**config.mk**
```make
export PLATFORM = sky130hd
export DESIGN_NAME = input_mapper
export DESIGN_NICKNAME = d
export VERILOG_FILES = /design/src/rtl/input_mapper.sv
export SDC_FILE = /design/constraint.sdc
export NUM_CORES = 1
export LEC_CHECK = 0
export ABC_AREA = 1
export BUFFER_PORTS_ARGS = -buffer_cell sky130_fd_sc_hd__buf_2
export CAP_MARGIN = 20
export CORE_MARGIN = 2
export CORE_UTILIZATION = 60
export DETAILED_ROUTE_END_ITERATION = 12
export GPL_ROUTABILITY_DRIVEN = 0
export PLACE_DENSITY_LB_ADDON = 0.05
export SKIP_CTS_REPAIR_TIMING = 1
export SLEW_MARGIN = 40
export SYNTH_ARGS = -nofsm -noshare
export SYNTH_HDL_FRONTEND = slang
export SYNTH_SLANG_ARGS = --single-unit
```
**constraint.sdc**
```tcl
create_clock -name clk -period 2.6 [get_ports clk]
set_clock_uncertainty 0.1 [all_clocks]
set_input_delay 0.26 -clock clk [delete_from_list [all_inputs] [get_ports clk]]
set_output_delay 0.26 -clock clk [all_outputs]
set_load 0.01 [all_outputs]
```
**src/rtl/input_mapper.sv**
```systemverilog
// Serial-to-parallel input stage for an 8-point FFT: collects 8 complex samples
// into a capture bank in bit-reversed lane order, then hands whole frames to an output bank.
module input_mapper #(
  parameter int width = 9
) (
  input  logic                 clk,
  input  logic                 rstn,
  input  logic                 clr,
  input  logic                 in_vld,
  output logic                 in_rdy,
  input  logic [width-1:0]     in_r,
  input  logic [width-1:0]     in_i,
  output logic                 out_vld,
  input  logic                 out_rdy,
  output logic [8*width-1:0]   out_r,
  output logic [8*width-1:0]   out_i
);

  logic [2:0]         wr_idx_q, wr_idx_d;
  logic               cap_full_q, cap_full_d;
  logic               out_vld_q, out_vld_d;
  logic [8*width-1:0] cap_r_q, cap_r_d;
  logic [8*width-1:0] cap_i_q, cap_i_d;
  logic [8*width-1:0] out_r_q, out_r_d;
  logic [8*width-1:0] out_i_q, out_i_d;

  logic       xfer;
  logic       accept;
  logic [2:0] wr_lane;

  // in_rdy is gated by rstn so the block refuses samples while reset is held.
  assign xfer    = cap_full_q && (!out_vld_q || out_rdy);
  assign in_rdy  = rstn && (!cap_full_q || xfer);
  assign accept  = in_vld && in_rdy && !clr;
  assign wr_lane = {wr_idx_q[0], wr_idx_q[1], wr_idx_q[2]};

  // A transfer copies the pre-edge capture bank, so a sample accepted in the same
  // cycle lands in lane 0 of the next frame without disturbing the copied data.
  always_comb begin
    wr_idx_d   = wr_idx_q;
    cap_full_d = cap_full_q;
    out_vld_d  = out_vld_q;
    cap_r_d    = cap_r_q;
    cap_i_d    = cap_i_q;
    out_r_d    = out_r_q;
    out_i_d    = out_i_q;

    if (xfer) begin
      out_r_d    = cap_r_q;
      out_i_d    = cap_i_q;
      out_vld_d  = 1'b1;
      cap_full_d = 1'b0;
    end else if (out_vld_q && out_rdy) begin
      out_vld_d = 1'b0;
    end

    if (clr) begin
      wr_idx_d   = 3'd0;
      cap_full_d = 1'b0;
    end else if (accept) begin
      for (int k = 0; k < 8; k++) begin
        if (wr_lane == 3'(k)) begin
          cap_r_d[k*width +: width] = in_r;
          cap_i_d[k*width +: width] = in_i;
        end
      end
      wr_idx_d = wr_idx_q + 3'd1;
      if (wr_idx_q == 3'd7) begin
        cap_full_d = 1'b1;
      end
    end
  end

  always_ff @(posedge clk or negedge rstn) begin
    if (!rstn) begin
      wr_idx_q   <= '0;
      cap_full_q <= 1'b0;
      out_vld_q  <= 1'b0;
      cap_r_q    <= '0;
      cap_i_q    <= '0;
      out_r_q    <= '0;
      out_i_q    <= '0;
    end else begin
      wr_idx_q   <= wr_idx_d;
      cap_full_q <= cap_full_d;
      out_vld_q  <= out_vld_d;
      cap_r_q    <= cap_r_d;
      cap_i_q    <= cap_i_d;
      out_r_q    <= out_r_d;
      out_i_q    <= out_i_d;
    end
  end

  assign out_vld = out_vld_q;
  assign out_r   = out_r_q;
  assign out_i   = out_i_q;

endmodule
```
==> impl_metrics.yaml, run 1 <==
worst_setup_path:
  crit_fanout: 8
  startpoint_type: "flop"
  end_kind: "flop"
  cp.required_ns: 2.97
  cp-startpoint: "wr_idx_q[1]"
  max_stage_delay_ns: 0.65
  cpMostUsedCell: "ha_1"
  cp_slowest_cell: "dfrtp_1"
  critical_path_class: "reg -> reg"
  arrival_ns: 2.38
  r2r_slack_ns: 0.59
  r2r-start: "wr_idx_q[1]"
  crit_chain: "ha_1 -> ha_1 -> nand3_1 -> a21oi_1 -> dlygate4sd3_1"
clock_tree:
  path_clk_slew_ns: 0.06
  clockBufferDepth: 3
  htree_levels: 1
  cts-root-buf: "clkbuf_16"
  cts_made_buffers: 30
  clkLatencyLatePin_ns: 0.54
  cts_tree: "built"
  clock_sinks: 293
synthesis:
  synth.avg_cell_area_um2: 9.45
  yosys_warnings: 0
  synth_xor_area_share_pct: 0
  synthMuxAreaShare_pct: 0
  ys_types: 20
  synthSimpleGateAreaFrac_pct: 16.1
  synth-seq-area-share_pct: 59.8
  ys_dominant_reg_cell: "dfrtp_1"
  synth_fa_ha_area_share_pct: 0.204
  synth_edf_count: 0
  ys_ff_latch: 293
  synth.net_count: 1322
  ys_async_sr_fraction_pct: 100
  synth-compound-area-share_pct: 14.9
  netlist_area_um2: 12300
  synth_top_family_by_area: "simple AND/OR/NAND/NOR gates"
  synth_cells: 1297
power:
  power_density_nw_per_um2: 717
  p_leak_nw: 7.34
  peakVddDrop_v: 0.000516
  power_mw: 10.2
die:
  start_util_pct: 60.9
  core_um2: 20100
  die_area_um2: 21600
  die_w_um: 147
  die_h_um: 147
  ioPinCount: 169
  row_count: 52
final_layout:
  drive_gt1_share_pct: 17.5
  nFillCells: 1540
  layout_common_cells: "nand2_1, dfrtp_1, buf_2, inv_1, o21ai_0"
  final_nets: 1447
  fin_util_pct: 71.0
  antenna_cells: 0
  area_growth_pct: 16.6
  final_common_cell: "nand2_1"
grt:
  grt.overflow.total: 0
  grt_pass1_wl_um: 47800
  grt_start_max_net_pins: 112
  grt_pass1_vias: 8855
  antenna_found_initial: 0
  grt_usage_pct: 27.6
drt:
  drc_errors: 0
  vias_per_cell: 5.38
  finalWirelength_um: 29200
  vias: 9208
  wire_per_inst_um: 17.1
  ant_nets: 0
  drt_pass1_iterations: 5
  drt_first_iter_violations: 647
timing:
  setup_viol_count_final: 0
  grt_setup_unrepaired: "no"
  setup_ws_ns: 0.595
  period_needed_ns: 2.01
  tightest_slew_ns: 0.716
  whs_ns: -0.00338
  max-slew-margin-rel_pct: 52.3
  fin_tns_setup_ns: 0
  maxSlewViolCount: 0
  hold_viol: 1
  fin_crit_sh_pct: 77.1
  clock.fmax_mhz: 499
run_status:
  status: "finished, violations left"
  failed_checks: "negative hold slack"
place:
  dpl_worst_slack_ns: 0.644
  dp_hpwl_um: 18200
  io_buffers: 168
min_path:
  hold_path_class: "in -> reg"
  holdCritStartpoint: "in_r[7]"
job:
  drv_cap: 0
-- per-stage QoR --
stage          cells  area, um2
3_5_place_dp    1656      13200
4_1_cts         1708      14200
3_3_place_gp    1654      13200
2_1_floorplan   1297      12300
6_report        1712      14300
5_1_grt         1712      14300
-- cell families (layout without fill, tap and decap cells) --
family,after synthesis,count (layout)
compound gates,292,292
simple gates,453,453
buf+inv,257,402
flops,293,293
fa+ha+maj,2,2
-- report_power, final --
group / internal, mW / total [mW] / switching [mW]
combinational: 0.347 / 0.960 / 0.614
sequential: 4.89 / 4.99 / 0.0981
clock: 2.58 / 4.29 / 1.70
total: 7.82 / 10.2 / 2.42
-- cell type report --
| cell class | count | area [um2] | share of cell area (%) |
|---|---|---|---|
| Multi-Input combinational cell | 747 | 3840 | 26.9 |
| Timing Repair Buffer | 192 | 1170 | 8.21 |
| Clock inverter | 7 | 85.1 | 0.596 |
| Inverter | 158 | 601 | 4.21 |
| Tap cell | 270 | 338 | 2.37 |
| Clock buffer | 45 | 908 | 6.36 |
| Sequential cell | 293 | 7330 | 51.3 |
-- worst paths after layout --
check                               to  depth (start not counted)
max in group asynchronous  cap_i_q[53]                          3
hold / removal             cap_r_q[25]                          3
min in group asynchronous    out_r[19]                          2
setup reg to reg            cap_full_q                          5
setup / recovery            cap_full_q                          5
hold reg to reg              out_r[61]                          2
-- critical path, delay by kind of cell, from the launching register on --
kind	cells	cell delay, ns
compound gates	1	0.13
fa+ha+maj	2	0.40
simple gates	1	0.08
flops	1	0.65
buf+inv	1	0.57
-- layer usage --
| metal | part of all wire (%) | wire length (um) | global-route usage [%] | vias to the layer above |
|---|---|---|---|---|
| met5 | 0 | 0 | 0 | - |
| met4 | 1.7 | 499 | 6.83 | 0 |
| met3 | 6.1 | 1790 | 3.76 | 40 |
| met2 | 49 | 14200 | 45.0 | 280 |
| met1 | 43 | 12700 | 40.0 | 4487 |
| li1 | - | - | - | 4401 |
-- cells in the mapped netlist, types with 5 or more instances --
cell	number	area [um2]
nand2_1	296	1110
dfrtp_1	293	7330
inv_1	147	552
o21ai_0	147	736
nand3_1	146	731
o21bai_1	144	1080
buf_2	58	290
clkbuf_1	30	113
buf_6	7	78.8
nand3_2	5	50.1
-- flip-flops by register name, summed over array words and instances, names as in the netlist --
register and flops:
out_vld 1, wr_idx_q 3, cap_i_q 72, out_i 72
cap_r_q 72, out_r 72, cap_full_q 1
Note: power is estimated with default switching activity, not from simulation.
==> inputs of run 2 (changes only) <==
Settings changed: ABC_AREA 1 to 0, CORE_UTILIZATION 60 to 56.
Clock period 2.6 ns to 1.9 ns, I/O delays scaled along.
==> run 2 against run 1 <==
Utilization up 1.9 points. Global-route usage down 5.6 points. The run ends with negative hold slack, negative setup slack left. Sequential cell count did not move. Wire length shrank 20%. Non-clock buffer count up 31. Critical path depth fell by 1. Sequential power grew 33%. Register-to-register slack lost 0.60 ns. Synthesized cell count shrank 51%. Sequential share of layout area is 0.31 points higher. Largest power group unchanged. First-iteration DRC count fell by 66%. Synthesized area decreased by 9.5%.
==> impl_metrics.yaml, run 2 <==
synthesis:
  synth.avg_cell_area_um2: 17.3
  synth_fa_ha_area_share_pct: 0.226
  ys_dominant_reg_cell: "dfrtp_1"
  synth_top_area_share_pct: 66.1
  synth_cells: 641
  synthMuxAreaShare_pct: 29.6
  ys_top_cells_by_area: "dfrtp_1, mux2_2, mux2_4"
  synth-seq-area-share_pct: 66.1
  ys_async_sr_fraction_pct: 100
  synth_top_family_by_area: "multiplexers"
  synth_most_common_cell: "dfrtp_1"
  ys_ff_latch: 293
  synth-compound-area-share_pct: 0.316
  synth.net_count: 666
  synthSimpleGateAreaFrac_pct: 2.30
  synth_xor_area_share_pct: 0
  ys_types: 23
  yosys_warnings: 0
  synth_edf_count: 0
  yosysTopAreaCell: "dfrtp_1"
  netlist_top_cells_count: "dfrtp_1, mux2_2, mux2_4, clkbuf_1, buf_2"
  netlist_area_um2: 11100
drt:
  ant_nets: 0
  drt_pass1_iterations: 4
  dr_wl_met2_um: 11400
  met1Wirelength_um: 10300
  drt_first_iter_violations: 222
  wire_per_inst_um: 20.0
  vias: 6126
  drc_errors: 0
  vias_per_cell: 5.28
  finalWirelength_um: 23200
  wl_met3_um: 1240
  top_layer_used: "met4"
final_layout:
  stdcell_count: 1160
  final-seq-area_um2: 7330
  drive_gt1_share_pct: 62.5
  multi_input_area_um2: 3930
  final_common_cell: "dfrtp_1"
  nFillCells: 1302
  layout_common_cells: "dfrtp_1, mux2_2, buf_2, mux2_4, clkbuf_16"
  fin_util_pct: 72.9
  area_growth_pct: 28.0
  final_nets: 895
grt:
  grt_usage_pct: 21.9
  antenna_found_initial: 1
  grt_pass1_vias: 6378
  grt_pass1_wl_um: 35400
  grt.overflow.total: 0
  grt_start_max_net_pins: 126
worst_setup_path:
  critPathBufInv: 1
  end_kind: "flop"
  critical_path_class: "reg -> reg"
  cp.required_ns: 2.22
  arrival_ns: 2.23
  r2r_cells: 4
  r2r-start: "wr_idx_q[0]"
  crit_chain: "or3_4 -> nor4_4 -> buf_12 -> mux2_2"
  crit_fanout: 18
  cp_slowest_cell: "dfrtp_1"
  startpoint_type: "flop"
  max_stage_delay_ns: 0.41
  crit_family: "simple AND/OR/NAND/NOR gates"
  r2r_slack_ns: -0.01
  reg2reg_to: "cap_r_q[2]"
clock_tree:
  path_clk_slew_ns: 0.06
  clockBufferDepth: 3
  cts-root-buf: "clkbuf_16"
  cts_made_buffers: 30
  htree_levels: 1
  clock_sinks: 293
  cts_tree: "built"
  clkLatencyLatePin_ns: 0.54
timing:
  setup_viol_count_final: 6
  fin_crit_sh_pct: 101
  max-slew-margin-rel_pct: 56.2
  maxSlewViolCount: 0
  hold_viol: 261
  whs_ns: -0.654
  clock.fmax_mhz: 524
  tightest_slew_ns: 0.658
  period_needed_ns: 1.91
  grt_setup_unrepaired: "yes"
  setup_ws_ns: -0.00996
place:
  dp_hpwl_um: 14600
  dp_cells: 1073
  io_buffers: 168
die:
  die_h_um: 145
  row_count: 51
  ioPinCount: 169
  die_w_um: 145
  start_util_pct: 57.0
  core_um2: 19500
  die_area_um2: 20900
power:
  power_density_nw_per_um2: 932
  p_leak_nw: 7.60
  peakVddDrop_v: 0.000755
  power_mw: 13.2
job:
  drv_cap: 0
min_path:
  hold_path_class: "in -> async"
run_status:
  status: "finished, violations left"
  failed_checks: "negative hold slack, negative setup slack"
[run 2: worst max-delay path by stage]
stage	startpoint	endpoint	slack [ns]	cells past startpoint
2_1_floorplan	wr_idx_q[0]	cap_i_q[0]	-0.17	4
3_3_place_gp	wr_idx_q[1]	cap_r_q[38]	0.03	4
3_5_place_dp	wr_idx_q[1]	cap_i_q[24]	-0.04	4
5_1_grt	wr_idx_q[0]	cap_r_q[2]	-0.07	4
6_report	wr_idx_q[0]	cap_r_q[2]	-0.01	4
4_1_cts	wr_idx_q[1]	cap_i_q[20]	-0.06	4
[run 2: logic make-up after synthesis]
group | after synthesis
DFF | 293
buffers and inverters | 26
muxes | 288
AOI/OAI and AO/OA | 7
and+or+nand+nor | 25
adders and majority gates | 2
[run 2: area by class of cell]
type	count	share of cell area (%)
repair buffers	223	11.0
flip-flops and latches	293	51.7
diodes	2	0.0353
well taps	265	2.34
clock buffers	48	6.83
multi-input cells	322	27.7
clock inverters	7	0.467
[run 2: worst reg2reg max path: stages (launching register included)]
cell,delay (ns)
dfrtp_1,0.41
or3_4,0.40
nor4_4,0.31
buf_12,0.22
mux2_2,0.35
[run 2: where the power goes]
part,leakage [nW],internal (mW),total (mW),switching (mW)
clock network,0.520,3.61,5.95,2.34
logic,3.05,0.374,0.664,0.290
registers,4.02,6.48,6.62,0.135
total,7.60,10.5,13.2,2.77
[run 2: per-layer routing]
layer / GRT usage (%) / vias to the layer above
met3: 4.74 / 23
li1: - / 2754
met4: 4.70 / 0
met2: 35.3 / 139
met5: 0 / -
met1: 31.2 / 3210
[run 2: per-stage QoR]
| step | worst slack [ns] | TNS, ns | cell area (um2) |
|---|---|---|---|
| finish | -0.00996 | -0.0278 | 14200 |
| floorplan | -0.166 | -6.97 | 11300 |
| global placement | 0.0271 | 0 | 12600 |
| CTS | -0.0650 | -1.96 | 13600 |
| detailed placement | -0.0444 | -0.673 | 12600 |
| global route | -0.0699 | -2.31 | 14200 |
==> inputs of run 3 (changes only) <==
Settings changed: CORE_UTILIZATION 56 to 51.
Clock period 1.9 ns to 1.65 ns, I/O delays scaled along.
==> run 3 against run 2 <==
The run still ends with negative hold slack, negative setup slack left. Die area rose by 9.5%. Fmax is 3.0% lower. Sequential power grew 15%. Clock-buffer cell count shrank 2. Worst setup slack worse by 0.31 ns. Cell count grew 1.6%. Largest power group unchanged. Clock power grew 12%. Via count up 1.7%. Sequential cell count stayed put.
==> impl_metrics.yaml, run 3 (synthesized netlist as in run 2, its figures left out) <==
run_status:
  status: "finished, violations left"
  failed_checks: "negative hold slack, negative setup slack"
timing:
  clock.fmax_mhz: 508
  fin_crit_sh_pct: 119
  tightest_slew_ns: 0.719
  grt_setup_unrepaired: "yes"
  setup_viol_count_final: 145
  fin_tns_setup_ns: -33.93
  maxSlewViolCount: 0
  hold_viol: 140
  setup_ws_ns: -0.318
  period_needed_ns: 1.97
  whs_ns: -0.470
  max-slew-margin-rel_pct: 52.1
power:
  power_density_nw_per_um2: 1040
  peakVddDrop_v: 0.000660
  p_leak_nw: 7.74
worst_setup_path:
  cp.required_ns: 1.97
  startpoint_type: "flop"
  crit_fanout: 5
  critical_path_class: "reg -> reg"
  arrival_ns: 2.29
  end_kind: "flop"
clock_tree:
  htree_levels: 1
  cts_tree: "built"
  cts_made_buffers: 30
  path_clk_slew_ns: 0.06
  clockBufferDepth: 3
  clock_sinks: 293
  cts-root-buf: "clkbuf_16"
  clkLatencyLatePin_ns: 0.54
final_layout:
  final_area_um2: 14500
  final_common_cell: "dfrtp_1"
  layout_common_cells: "dfrtp_1, mux2_2, buf_2, mux2_4, clkbuf_16"
  fin_util_pct: 68.4
  nFillCells: 1474
  antenna_cells: 0
  final_nets: 908
  area_growth_pct: 30.5
  drive_gt1_share_pct: 62.6
place:
  placed_area_um2: 12700
  dp_hpwl_um: 15200
  io_buffers: 168
  dpl_worst_slack_ns: -0.323
grt:
  grt_pass1_vias: 6433
  grt_pass1_wl_um: 35700
  grt_start_max_net_pins: 114
  grt.overflow.total: 0
  antenna_found_initial: 2
  grt_usage_pct: 20.2
die:
  start_util_pct: 52.4
  die_w_um: 151
  row_count: 53
  die_h_um: 151
  die_area_um2: 22900
  core_um2: 21200
  ioPinCount: 169
drt:
  vias_per_cell: 5.29
  drt_first_iter_violations: 197
  finalWirelength_um: 24800
  vias: 6233
  wire_per_inst_um: 21.1
  ant_nets: 0
  drc_errors: 0
  drt_pass1_iterations: 4
job:
  drv_cap: 0
min_path:
  hold_path_class: "in -> async"
## run 3: cell count changes in the layout (fill, tap and decap cells not counted), sizes merged
cell / change
clkbuf: +3
diode: -2
dlygate4sd3: -1
inv: -1
buf: +9
## run 3: metal layers
metal | vias up | global-route usage (%) | share of wire (%)
met5 | - | 0 | 0.044
met4 | 2 | 4.72 | 1.8
met3 | 35 | 4.07 | 4.9
met2 | 132 | 32.0 | 49
li1 | 2773 | - | -
met1 | 3291 | 29.1 | 44
## run 3: critical path: stages, from the launching register on
cell and delay [ns]:
dfrtp_1 0.41, or3b_4 0.44, nor4_4 0.24, buf_6 0.19
clkbuf_16 0.17, mux2_4 0.29
## run 3: power breakdown
group / switching, mW / internal (mW)
Combinational: 0.344 / 0.441
Sequential: 0.160 / 7.47
Clock: 2.65 / 4.00
Total: 3.15 / 11.9
## run 3: metrics by stage
| step | power [mW] | hold slack [ns] | cells |
|---|---|---|---|
| floorplan | 8.05 | -0.231 | 641 |
| detailed placement | 8.44 | 0.125 | 1088 |
| global placement | 8.38 | 0.260 | 1087 |
| CTS | 15.1 | -0.448 | 1140 |
| finish | 15.1 | -0.470 | 1178 |
| global route | 15.6 | -0.425 | 1178 |
## run 3: worst paths after layout
kind                          endpoint  slack, ns   startpoint  depth (start not counted)
hold reg to reg            cap_r_q[25]       0.39  cap_r_q[25]                          1
hold / removal               out_r[62]      -0.47         rstn                          2
setup reg to reg           cap_r_q[37]      -0.32  wr_idx_q[0]                          5
min in group clk           cap_r_q[54]       0.03      in_r[0]                          2
max in group asynchronous    out_i[19]       0.69         rstn                          3
setup / recovery           cap_r_q[37]      -0.32  wr_idx_q[0]                          5
## run 3: area by class of cell
type	instances	area (um2)	area share, %
clock buffers	46	932	6.44
clock inverters	6	55.1	0.380
multi-input cells	322	3990	27.6
flip-flops and latches	293	7330	50.7
well taps	275	344	2.38
repair buffers	236	1820	12.6
